File: config.mk
export PLATFORM = sky130hd
export DESIGN_NAME = alu_mdu
export DESIGN_NICKNAME = d
export VERILOG_FILES = /design/src/rtl/alu_pkg.sv /design/src/rtl/alu_mdu_iter.sv /design/src/rtl/alu_mdu.sv
export SDC_FILE = /design/constraint.sdc
export NUM_CORES = 2
export LEC_CHECK = 0
export ABC_AREA = 1
export CORE_MARGIN = 2
export CORE_UTILIZATION = 26
export DETAILED_ROUTE_END_ITERATION = 10
export SLEW_MARGIN = 20
export SYNTH_ARGS = -nofsm -noshare
export SYNTH_HDL_FRONTEND = slang
export SYNTH_SLANG_ARGS = --single-unit
File: constraint.sdc
create_clock -name clk -period 5.1 [get_ports clk]
set_clock_uncertainty 0.05 [all_clocks]
set_input_delay 1.53 -clock clk [delete_from_list [all_inputs] [get_ports clk]]
set_output_delay 1.53 -clock clk [all_outputs]
set_load 0.005 [all_outputs]
File: src/rtl/alu_pkg.sv
// Shared definitions for the EX-stage ALU/MDU: op codes, FSM encodings,
// and op-class helpers used by both the top and the iterative engine.
package alu_pkg;

    localparam logic [3:0] OP_ADD    = 4'd0;
    localparam logic [3:0] OP_SUB    = 4'd1;
    localparam logic [3:0] OP_AND    = 4'd2;
    localparam logic [3:0] OP_OR     = 4'd3;
    localparam logic [3:0] OP_XOR    = 4'd4;
    localparam logic [3:0] OP_NOR    = 4'd5;
    localparam logic [3:0] OP_SLT    = 4'd6;
    localparam logic [3:0] OP_SLTU   = 4'd7;
    localparam logic [3:0] OP_SLL    = 4'd8;
    localparam logic [3:0] OP_SRL    = 4'd9;
    localparam logic [3:0] OP_SRA    = 4'd10;
    localparam logic [3:0] OP_MULT   = 4'd11;
    localparam logic [3:0] OP_MULTU  = 4'd12;
    localparam logic [3:0] OP_DIV    = 4'd13;
    localparam logic [3:0] OP_DIVU   = 4'd14;
    localparam logic [3:0] OP_MTHILO = 4'd15;

    typedef enum logic [1:0] {
        ST_IDLE = 2'd0,
        ST_RUN  = 2'd1,
        ST_FIX  = 2'd2
    } alu_state_e;

    // Ops that go through the iterative multiply/divide engine.
    function automatic logic is_multicycle(input logic [3:0] op);
        return (op >= OP_MULT) && (op <= OP_DIVU);
    endfunction

    // Signed variants of the multiply/divide ops.
    function automatic logic is_signed_md(input logic [3:0] op);
        return (op == OP_MULT) || (op == OP_DIV);
    endfunction

    // Multiply (as opposed to divide) variants.
    function automatic logic is_mul(input logic [3:0] op);
        return (op == OP_MULT) || (op == OP_MULTU);
    endfunction

endpackage

File: src/rtl/alu_mdu_iter.sv
// Iterative multiply/divide engine. Works on operand magnitudes for WIDTH
// cycles (shift-add multiply or restoring divide, one bit per cycle), then
// spends one cycle applying the sign fix-up, during which valid is high and
// hi/lo carry the final values.
//
// Handshake: start is a single-cycle load pulse, only issued while the engine
// is idle; last is high during the final RUN cycle; valid is high for exactly
// the one fix-up cycle that follows, and hi/lo/dz are meaningful only then.
module mdu_iter
    import alu_pkg::*;
#(
    parameter int WIDTH = 32
) (
    input  logic             clk,
    input  logic             rst_n,
    input  logic             start,
    input  logic             sgn,
    input  logic             mul,
    input  logic [WIDTH-1:0] x,
    input  logic [WIDTH-1:0] y,
    output logic [WIDTH-1:0] hi,
    output logic [WIDTH-1:0] lo,
    output logic             valid,
    output logic             last,
    output logic             dz
);

    localparam int CW = $clog2(WIDTH);
    localparam logic [CW-1:0] CNT_TOP = CW'(WIDTH - 1);

    logic             running;
    logic             fixing;
    logic [CW-1:0]    cnt;
    logic             mul_q;
    logic             neg_q;
    logic             neg_r;
    logic             dz_q;
    logic [WIDTH-1:0] x_q;
    logic [WIDTH-1:0] m_q;
    logic [WIDTH-1:0] p_hi;
    logic [WIDTH-1:0] p_lo;

    logic             x_neg;
    logic             y_neg;
    logic [WIDTH-1:0] x_mag;
    logic [WIDTH-1:0] y_mag;
    logic [WIDTH:0]   add_sum;
    logic [WIDTH:0]   trial;
    logic [2*WIDTH-1:0] prod;
    logic [2*WIDTH-1:0] prod_fix;
    logic [WIDTH-1:0] q_fix;
    logic [WIDTH-1:0] r_fix;

    // Operand magnitudes and the per-cycle datapath for both algorithms.
    always_comb begin
        x_neg   = sgn & x[WIDTH-1];
        y_neg   = sgn & y[WIDTH-1];
        x_mag   = x_neg ? (~x + 1'b1) : x;
        y_mag   = y_neg ? (~y + 1'b1) : y;
        add_sum = {1'b0, p_hi} + (p_lo[0] ? {1'b0, m_q} : {(WIDTH+1){1'b0}});
        trial   = {p_hi, p_lo[WIDTH-1]} - {1'b0, m_q};
    end

    // Load operands on start, then step one bit per cycle until the counter
    // runs out; the cycle after the last step is the fix-up cycle.
    always_ff @(posedge clk or negedge rst_n) begin
        if (!rst_n) begin
            running <= 1'b0;
            fixing  <= 1'b0;
            cnt     <= '0;
            mul_q   <= 1'b0;
            neg_q   <= 1'b0;
            neg_r   <= 1'b0;
            dz_q    <= 1'b0;
            x_q     <= '0;
            m_q     <= '0;
            p_hi    <= '0;
            p_lo    <= '0;
        end else if (start) begin
            running <= 1'b1;
            fixing  <= 1'b0;
            cnt     <= CNT_TOP;
            mul_q   <= mul;
            neg_q   <= x_neg ^ y_neg;
            neg_r   <= x_neg;
            dz_q    <= !mul && (y == '0);
            x_q     <= x;
            m_q     <= mul ? x_mag : y_mag;
            p_hi    <= '0;
            p_lo    <= mul ? y_mag : x_mag;
        end else if (running) begin
            if (mul_q) begin
                {p_hi, p_lo} <= {add_sum, p_lo[WIDTH-1:1]};
            end else begin
                p_hi <= trial[WIDTH] ? {p_hi[WIDTH-2:0], p_lo[WIDTH-1]} : trial[WIDTH-1:0];
                p_lo <= {p_lo[WIDTH-2:0], ~trial[WIDTH]};
            end
            cnt <= cnt - 1'b1;
            if (cnt == '0) begin
                running <= 1'b0;
                fixing  <= 1'b1;
            end
        end else begin
            fixing <= 1'b0;
        end
    end

    // Sign fix-up and divide-by-zero override, presented during the fix cycle.
    always_comb begin
        prod     = {p_hi, p_lo};
        prod_fix = neg_q ? (~prod + 1'b1) : prod;
        q_fix    = neg_q ? (~p_lo + 1'b1) : p_lo;
        r_fix    = neg_r ? (~p_hi + 1'b1) : p_hi;
        if (mul_q) begin
            hi = prod_fix[2*WIDTH-1:WIDTH];
            lo = prod_fix[WIDTH-1:0];
        end else if (dz_q) begin
            hi = x_q;
            lo = '1;
        end else begin
            hi = r_fix;
            lo = q_fix;
        end
        valid = fixing;
        last  = running && (cnt == '0);
        dz    = dz_q && !mul_q;
    end

endmodule

File: src/rtl/alu_mdu.sv
// Registered EX-stage ALU with an attached iterative multiply/divide unit
// and HI/LO registers. Single-cycle ops finish on the accepting edge; MDU ops
// hold busy through RUN and FIX and write hi/lo/result on FIX->IDLE.
//
// Handshake: an op is accepted on a rising edge where start=1 and the FSM is
// IDLE (busy=0); start while busy is dropped. done pulses for exactly one
// cycle after the edge that commits the op's results.
module alu_mdu
    import alu_pkg::*;
#(
    parameter  int WIDTH = 32,
    localparam int SH_W  = $clog2(WIDTH)
) (
    input  logic             clk,
    input  logic             rst_n,
    input  logic             start,
    input  logic [3:0]       op,
    input  logic [WIDTH-1:0] x,
    input  logic [WIDTH-1:0] y,
    input  logic [SH_W-1:0]  shamt,
    output logic [WIDTH-1:0] result,
    output logic             zero,
    output logic             overflow,
    output logic             div_zero,
    output logic             busy,
    output logic             done,
    output logic [WIDTH-1:0] hi,
    output logic [WIDTH-1:0] lo
);

    alu_state_e       state;
    logic [WIDTH-1:0] alu_res;
    logic             alu_ovf;
    logic [WIDTH-1:0] sum;
    logic [WIDTH-1:0] diff;
    logic             accept;
    logic             mdu_start;
    logic [WIDTH-1:0] mdu_hi;
    logic [WIDTH-1:0] mdu_lo;
    logic             mdu_valid;
    logic             mdu_last;
    logic             mdu_dz;

    assign accept    = start && (state == ST_IDLE);
    assign mdu_start = accept && is_multicycle(op);
    assign busy      = (state != ST_IDLE);

    mdu_iter #(.WIDTH(WIDTH)) u_mdu (
        .clk   (clk),
        .rst_n (rst_n),
        .start (mdu_start),
        .sgn   (is_signed_md(op)),
        .mul   (is_mul(op)),
        .x     (x),
        .y     (y),
        .hi    (mdu_hi),
        .lo    (mdu_lo),
        .valid (mdu_valid),
        .last  (mdu_last),
        .dz    (mdu_dz)
    );

    // Single-cycle result and signed-overflow flag for the current op.
    always_comb begin
        sum     = x + y;
        diff    = x - y;
        alu_res = '0;
        alu_ovf = 1'b0;
        case (op)
            OP_ADD: begin
                alu_res = sum;
                alu_ovf = (x[WIDTH-1] == y[WIDTH-1]) && (sum[WIDTH-1] != x[WIDTH-1]);
            end
            OP_SUB: begin
                alu_res = diff;
                alu_ovf = (x[WIDTH-1] != y[WIDTH-1]) && (diff[WIDTH-1] != x[WIDTH-1]);
            end
            OP_AND:    alu_res = x & y;
            OP_OR:     alu_res = x | y;
            OP_XOR:    alu_res = x ^ y;
            OP_NOR:    alu_res = ~(x | y);
            OP_SLT:    alu_res = {{(WIDTH-1){1'b0}}, ($signed(x) < $signed(y))};
            OP_SLTU:   alu_res = {{(WIDTH-1){1'b0}}, (x < y)};
            OP_SLL:    alu_res = y << shamt;
            OP_SRL:    alu_res = y >> shamt;
            OP_SRA:    alu_res = $signed(y) >>> shamt;
            OP_MTHILO: alu_res = y;
            default:   alu_res = '0;
        endcase
    end

    // Control FSM plus the result, flag and HI/LO registers.
    always_ff @(posedge clk or negedge rst_n) begin
        if (!rst_n) begin
            state    <= ST_IDLE;
            result   <= '0;
            zero     <= 1'b1;
            overflow <= 1'b0;
            div_zero <= 1'b0;
            done     <= 1'b0;
            hi       <= '0;
            lo       <= '0;
        end else begin
            done     <= 1'b0;
            div_zero <= 1'b0;
            case (state)
                ST_IDLE: begin
                    if (accept) begin
                        if (is_multicycle(op)) begin
                            state <= ST_RUN;
                        end else begin
                            result   <= alu_res;
                            zero     <= (alu_res == '0);
                            overflow <= alu_ovf;
                            done     <= 1'b1;
                            if (op == OP_MTHILO) begin
                                hi <= x;
                                lo <= y;
                            end
                        end
                    end
                end
                ST_RUN: begin
                    if (mdu_last) begin
                        state <= ST_FIX;
                    end
                end
                ST_FIX: begin
                    state <= ST_IDLE;
                    if (mdu_valid) begin
                        hi       <= mdu_hi;
                        lo       <= mdu_lo;
                        result   <= mdu_lo;
                        zero     <= (mdu_lo == '0);
                        overflow <= 1'b0;
                        div_zero <= mdu_dz;
                        done     <= 1'b1;
                    end
                end
                default: state <= ST_IDLE;
            endcase
        end
    end

endmodule
# Word level (Yosys, flattened, before mapping)
# Cells that the tools add are included.
[word_totals]
reg_bits = 241
latchBits = 0
mem_bits_rw = 0
mem_bits_ro = 0
in_bits = 76
output_inout_bits = 101
elab_cells = 160
n_memories = 0
[classes]
n_addsub = 10
mul = 0
div_mod_pow = 0
order_cmp = 4
n_eq_ne = 27
n_shift = 3
mux = 60
bitwise_logic = 13
reduce_logical = 24
[ops]
columns = ["op", "count"]
rows = [
  ["32-bit 2-to-1 mux", 28],
  ["32-bit one-hot mux with 12 select lines", 1],
  ["32-bit one-hot mux with 2 select lines", 3],
  ["32-bit NOT", 5],
  ["32-bit by 1-bit adder with 32-bit output, second input constant", 4],
  ["32-bit zero test", 3],
  ["64-bit by 1-bit adder with 64-bit output, second input constant", 1],
  ["32-bit < comparator", 2],
  ["64-bit 2-to-1 mux", 1],
  ["64-bit NOT", 1],
  ["32-bit by 33-bit adder with 33-bit output", 1],
  ["33-bit by 32-bit subtractor with 33-bit output", 1],
  ["32-bit adder", 1],
  ["32-bit bitwise AND", 1],
  ["32-bit bitwise OR", 1],
  ["32-bit by 5-bit left shift with 32-bit output", 1],
  ["32-bit by 5-bit >> shifter with 32-bit output", 1],
  ["32-bit by 5-bit >>> shifter with 32-bit output", 1],
  ["32-bit subtractor", 1],
  ["32-bit bitwise XOR", 1],
  ["4-bit equality test, second input constant", 7],
  ["1-bit 2-to-1 mux", 17],
  ["4-bit by 3-bit equality test with 1-bit output, second input constant", 4],
  ["5-bit 2-to-1 mux", 2],
  ["28 further kinds", 52],
]

# Longest topological paths before layout
[depth]
word_depth = 8
mapped_depth = 23
depth_no_buf = 22

# Cells and area by module
# From an unflattened synthesis, not the netlist that was laid out.
[hier_totals]
hier_cells = 5969
area_unflattened_um2 = 32773.9
[by_module_without_submodules]
columns = ["module", "instances", "cells_per_inst", "area_per_inst_um2", "seq_area_each_um2"]
rows = [
  ["mdu_iter", 1, 3078, 17214.0, 3478.3],
  ["alu_mdu", 1, 2891, 15559.9, 2553.7],
]

# Least setup slack after synthesis
# No wires, ideal clock.
[synth_path]
path_kind = "input-to-reg"
from = "in y[5]"
to = "reg zero"
setup_time_ns = 0.073
arrival_ns = 3.742
path_slack_ns = 1.235
path_stages = 21
cell_sequence = "clkbuf_1 inv_1 ha_1 clkbuf_2 nor2_2 inv_1 nor2_1 nand2_1 nand2_1 nand2_1 nand2_1 nand2_1 nand3_1 nand2_1 nor2_1 nand3_1 nor2_1 nand2_1 nor2_1 nand4_1 a21oi_1"
[synth_between]
elab_chain_cells = 7
elab_cells_between_ends = 16
classes_between = "add/sub: 2; order compare: 2; shift: 3; mux: 4; bitwise: 4; reduce/logical: 1"
[synth_lines]
columns = ["item", "line", "rtl"]
rows = [
  ["start: declaration", "alu_mdu.sv:19", "input logic [WIDTH-1:0] y,"],
  ["branches (longest 2 deep; another with 32-bit subtractor)", "--", ""],
  ["32-bit one-hot mux with 12 select lines (*)", "alu_mdu.sv:69", "case (op)"],
  ["32-bit zero test (*)", "alu_mdu.sv:113", "zero <= (alu_res == '0);"],
  ["1-bit 2-to-1 mux (*)", "alu_mdu.sv:109", "if (is_multicycle(op)) begin"],
  ["1-bit 2-to-1 mux (*)", "alu_mdu.sv:108", "if (accept) begin"],
  ["1-bit one-hot mux with 2 select lines (*)", "alu_mdu.sv:106", "case (state)"],
  ["end signal: assignment", "alu_mdu.sv:113", ""],
  ["end signal: assignment", "alu_mdu.sv:134", "zero <= (mdu_lo == '0);"],
  ["end: declaration", "alu_mdu.sv:22", "output logic zero,"],
]
# Mark *: on every way between the ends. The select of a mux whose other input is x is not followed.
# A chain may end at the register's enable or synchronous reset.

# Worst setup path in the final report
[layout_path]
from = "in y[1]"
to = "reg zero"
# Same word-level chain as after synthesis.

==> run metrics <==
run status finished clean; CTS tree yes; Netlist cell types 68; fin. max-slew vios 0; Starting DRT DRC Count 4591; post-CTS setup buffer count 0; Synthesis Warnings 0; Crit path max-delay family simple AND/OR/NAND/NOR gates; Fmax 199 MHz; CTS root buf clkbuf_16; crit path max fanout 5; largest net degree at the start of global routing 111; hold-fix buffers at CTS 0; Synth area leaders dfrtp_1 (20%), nand2_1 (19%), nand3_1 (9.8%); Slowest cell on crit path clkdlybuf4s50_1; Comb power frac 62.3%; RSZ-0062 raised after global routing no; Top FF cell, synth dfrtp_1; critical path startpoint category input port; depth of the CTS H-tree 2; post-DR vias/cell 5.43; Pint 8.10 mW; Cell Count, Final, Fillers Out 7090; Hold Path Class flop to flop; die width 347 µm; DR vias 38500; CTS Sinks 241; CP peak stage delay 0.82 ns; period utilization 98.5%; DIE AREA 0.120 mm²; floorplan row count 125; Crit Path Class input port to flop; placed insts 7025; Worst Max-Slew Pin Slew 1.28 ns; clock transition at the registers of the reported paths 0.07 ns; Synth top area share 19.6%; PwrDens 467 mW/mm²; Synth Instances 5225; Tmin final 5.02 ns; GRT Resource Usage Total 30.2%; Leak 18.3 nW; final core utilization 31.9%; setup ws final 0.0788 ns; DR pass1 iterations 9; layout cells sized above 1 9.51%; P&R area growth vs syn 21.3%; CP Data Arrival Time 5.54 ns; cell mode on critical path nand3_1; initial antenna violation count 2; final RePlAce weighted congestion 1.09; Max clock buf depth 3; port bufs 176; CP Buf/Inv Count 2; Die Height 347 µm; clock power share 15.5%; sequential element share of the synthesized area 19.7%; total core area 0.116 mm²; Starting Density 26.3%; syn_area_per_cell 5.85 µm²; vias in the first global route 36500; syn nets 5478; commonest non-fill, non-tap cell in the layout nand2_1; Post-synth EDFFs 0; CTS Buf Count 34; overflow left after global routing 0; DP Worst Slack -0.478 ns; Final Hold Fails 0; Clk Latency, worst-skew pair 0.64 ns; Final nets 5790; P_sw 9.22 mW; drc violations 0; fillcell total 13300; critical-path cell list clkdlybuf4s50_1 > inv_1 > fa_1 > nand2_1 > nand3_1 > nand2_1 > nand3_1 > nand3_1 > nand3_1 > a21oi_2 > nand3_1 > nor2_1 > nand2_1 > nor2_1 > nand4_1 > a21oi_1; part of the power in registers 22.2%; total wire length 188 mm; synthesis-stage register bit count 241; VDD IR max 0.000301 V; Detailed Place HPWL 153 mm; Mapped Area 0.0306 mm²; most frequent cells in the layout nand2_1 (1518), nand3_1 (596), inv_1 (588), nor2_1 (494), a21oi_1 (348); asr flop ratio synth 100%; Setup violations, final 0; PostCTS Resize Cnt 0; Worst EP required 5.62 ns; Ports 177; Final ANT Viol Nets 0; Synth area leader dfrtp_1; Critical Path Sink Type flop; Hold Slack 0.426 ns; Max Cap Viol 0; Wirelength per Cell 26.5 µm; switching share of power 53.2%; slew margin rel. 14.0%; first-pass GRT wire length 264 mm; Fin Setup TNS 0 ns
cell families (layout without fill, tap and decap cells):
| family | after synthesis | in the layout | share of synthesized area [%] |
|---|---|---|---|
| AOI/OAI and AO/OA | 978 | 978 | 18.4 |
| xor gates and xnor gates | 115 | 115 | 3.29 |
| adders and majority gates | 177 | 177 | 7.34 |
| buffers and inverters | 869 | 1206 | 11.7 |
| DFF | 241 | 241 | 19.7 |
| muxes | 1 | 1 | 0.0327 |
| other | 0 | 4 | 0 |
| and+or+nand+nor | 2844 | 2844 | 39.5 |
flip-flops by register name (all words and copies together) (netlist names):
| name | count |
|---|---|
| div_zero | 1 |
| done | 1 |
| hi | 32 |
| lo | 32 |
| overflow | 1 |
| result | 32 |
| state | 2 |
| u_mdu.cnt | 5 |
| u_mdu.dz_q | 1 |
| u_mdu.m_q | 32 |
| u_mdu.mul_q | 1 |
| u_mdu.neg_q | 1 |
| u_mdu.neg_r | 1 |
| u_mdu.p_hi | 32 |
| u_mdu.p_lo | 32 |
| u_mdu.running | 1 |
| u_mdu.valid | 1 |
| u_mdu.x_q | 32 |
| zero | 1 |
layer usage:
metal	routed length (µm)	track usage, %
met1	75300	37.9
met2	81500	47.0
met3	14800	5.12
met4	16100	21.7
met5	12	0
stage by stage:
stage / total power [mW] / instance area, µm²
after floorplan: 10.1 / 30600
after global placement: 14.3 / 35900
after detailed placement: 14.3 / 35900
after CTS: 17.1 / 37100
after global routing: 18.5 / 37100
final: 17.3 / 37100
cells in the mapped netlist (10+ instances only):
cell type  instances
a21o_1            15
a21oi_1          348
a22oi_1           13
a31oi_1           18
buf_1             18
buf_2            106
buf_4             10
buf_6             15
clkbuf_1          99
dfrtp_1          240
ha_1             173
inv_1            591
inv_2             18
nand2_1         1520
nand2_2           20
nand3_1          596
nand4_1           60
nor2_1           497
nor2_2            17
nor3_1            59
nor4_1            17
o211ai_1          69
o21a_1            10
o21ai_0          309
o21ai_1           38
o21bai_1          13
o221ai_1          46
o22ai_1           51
or2_2             10
xnor2_1           19
xor2_1            96
worst register-to-register path, stage by stage, from the launching register on:
cell and delay (ns):
dfrtp_1 0.57, inv_1 0.19, ha_1 0.16, inv_1 0.06, fa_1 0.38, nand2_1 0.08, inv_1 0.05, nand2_1 0.05
nand2_1 0.12, nand2_1 0.09, nand3_1 0.10, a21o_2 0.27, nand2_1 0.09, nand2_2 0.10, nand4_1 0.14, nand3_1 0.13
nand2_4 0.33, inv_2 0.30, nand2_1 0.12, nand3_1 0.07, nand3_1 0.10, o21ai_0 0.08
final cells by class:
cell class / count / area (µm²) / share of cell area [%]
diodes: 4 / 10.0 / 0.0270
clock buffers: 46 / 966 / 2.60
clock inverters: 15 / 253 / 0.681
inverters: 615 / 2320 / 6.25
multi-input cells: 4115 / 21000 / 56.6
flip-flops and latches: 241 / 6030 / 16.3
well taps: 1524 / 1910 / 5.14
repair buffers: 530 / 4610 / 12.4
final timing paths:
kind | start | to | slack, ns | depth (start not counted)
max | y[1] | zero | 0.08 | 16
min | hi[8] | hi[8] | 0.43 | 2
max reg2reg | u_mdu.p_lo[31] | u_mdu.p_hi[14] | 1.31 | 21
min reg2reg | hi[8] | hi[8] | 0.43 | 2
max in group asynchronous | rst_n | lo[0] | 3.15 | 2
min in group asynchronous | rst_n | u_mdu.p_hi[20] | 0.80 | 1
power groups by stage:
| stage | logic [mW] | registers, mW | clock network (mW) |
|---|---|---|---|
| 2_1_floorplan | 6.78 | 3.28 | 0 |
| 4_1_cts | 10.6 | 3.79 | 2.73 |
| 3_3_place_gp | 10.5 | 3.81 | 0 |
| 5_1_grt | 11.8 | 3.92 | 2.80 |
| 3_5_place_dp | 10.5 | 3.81 | 0 |
| 6_report | 10.8 | 3.85 | 2.69 |
Power figures use the tool's default switching activity.
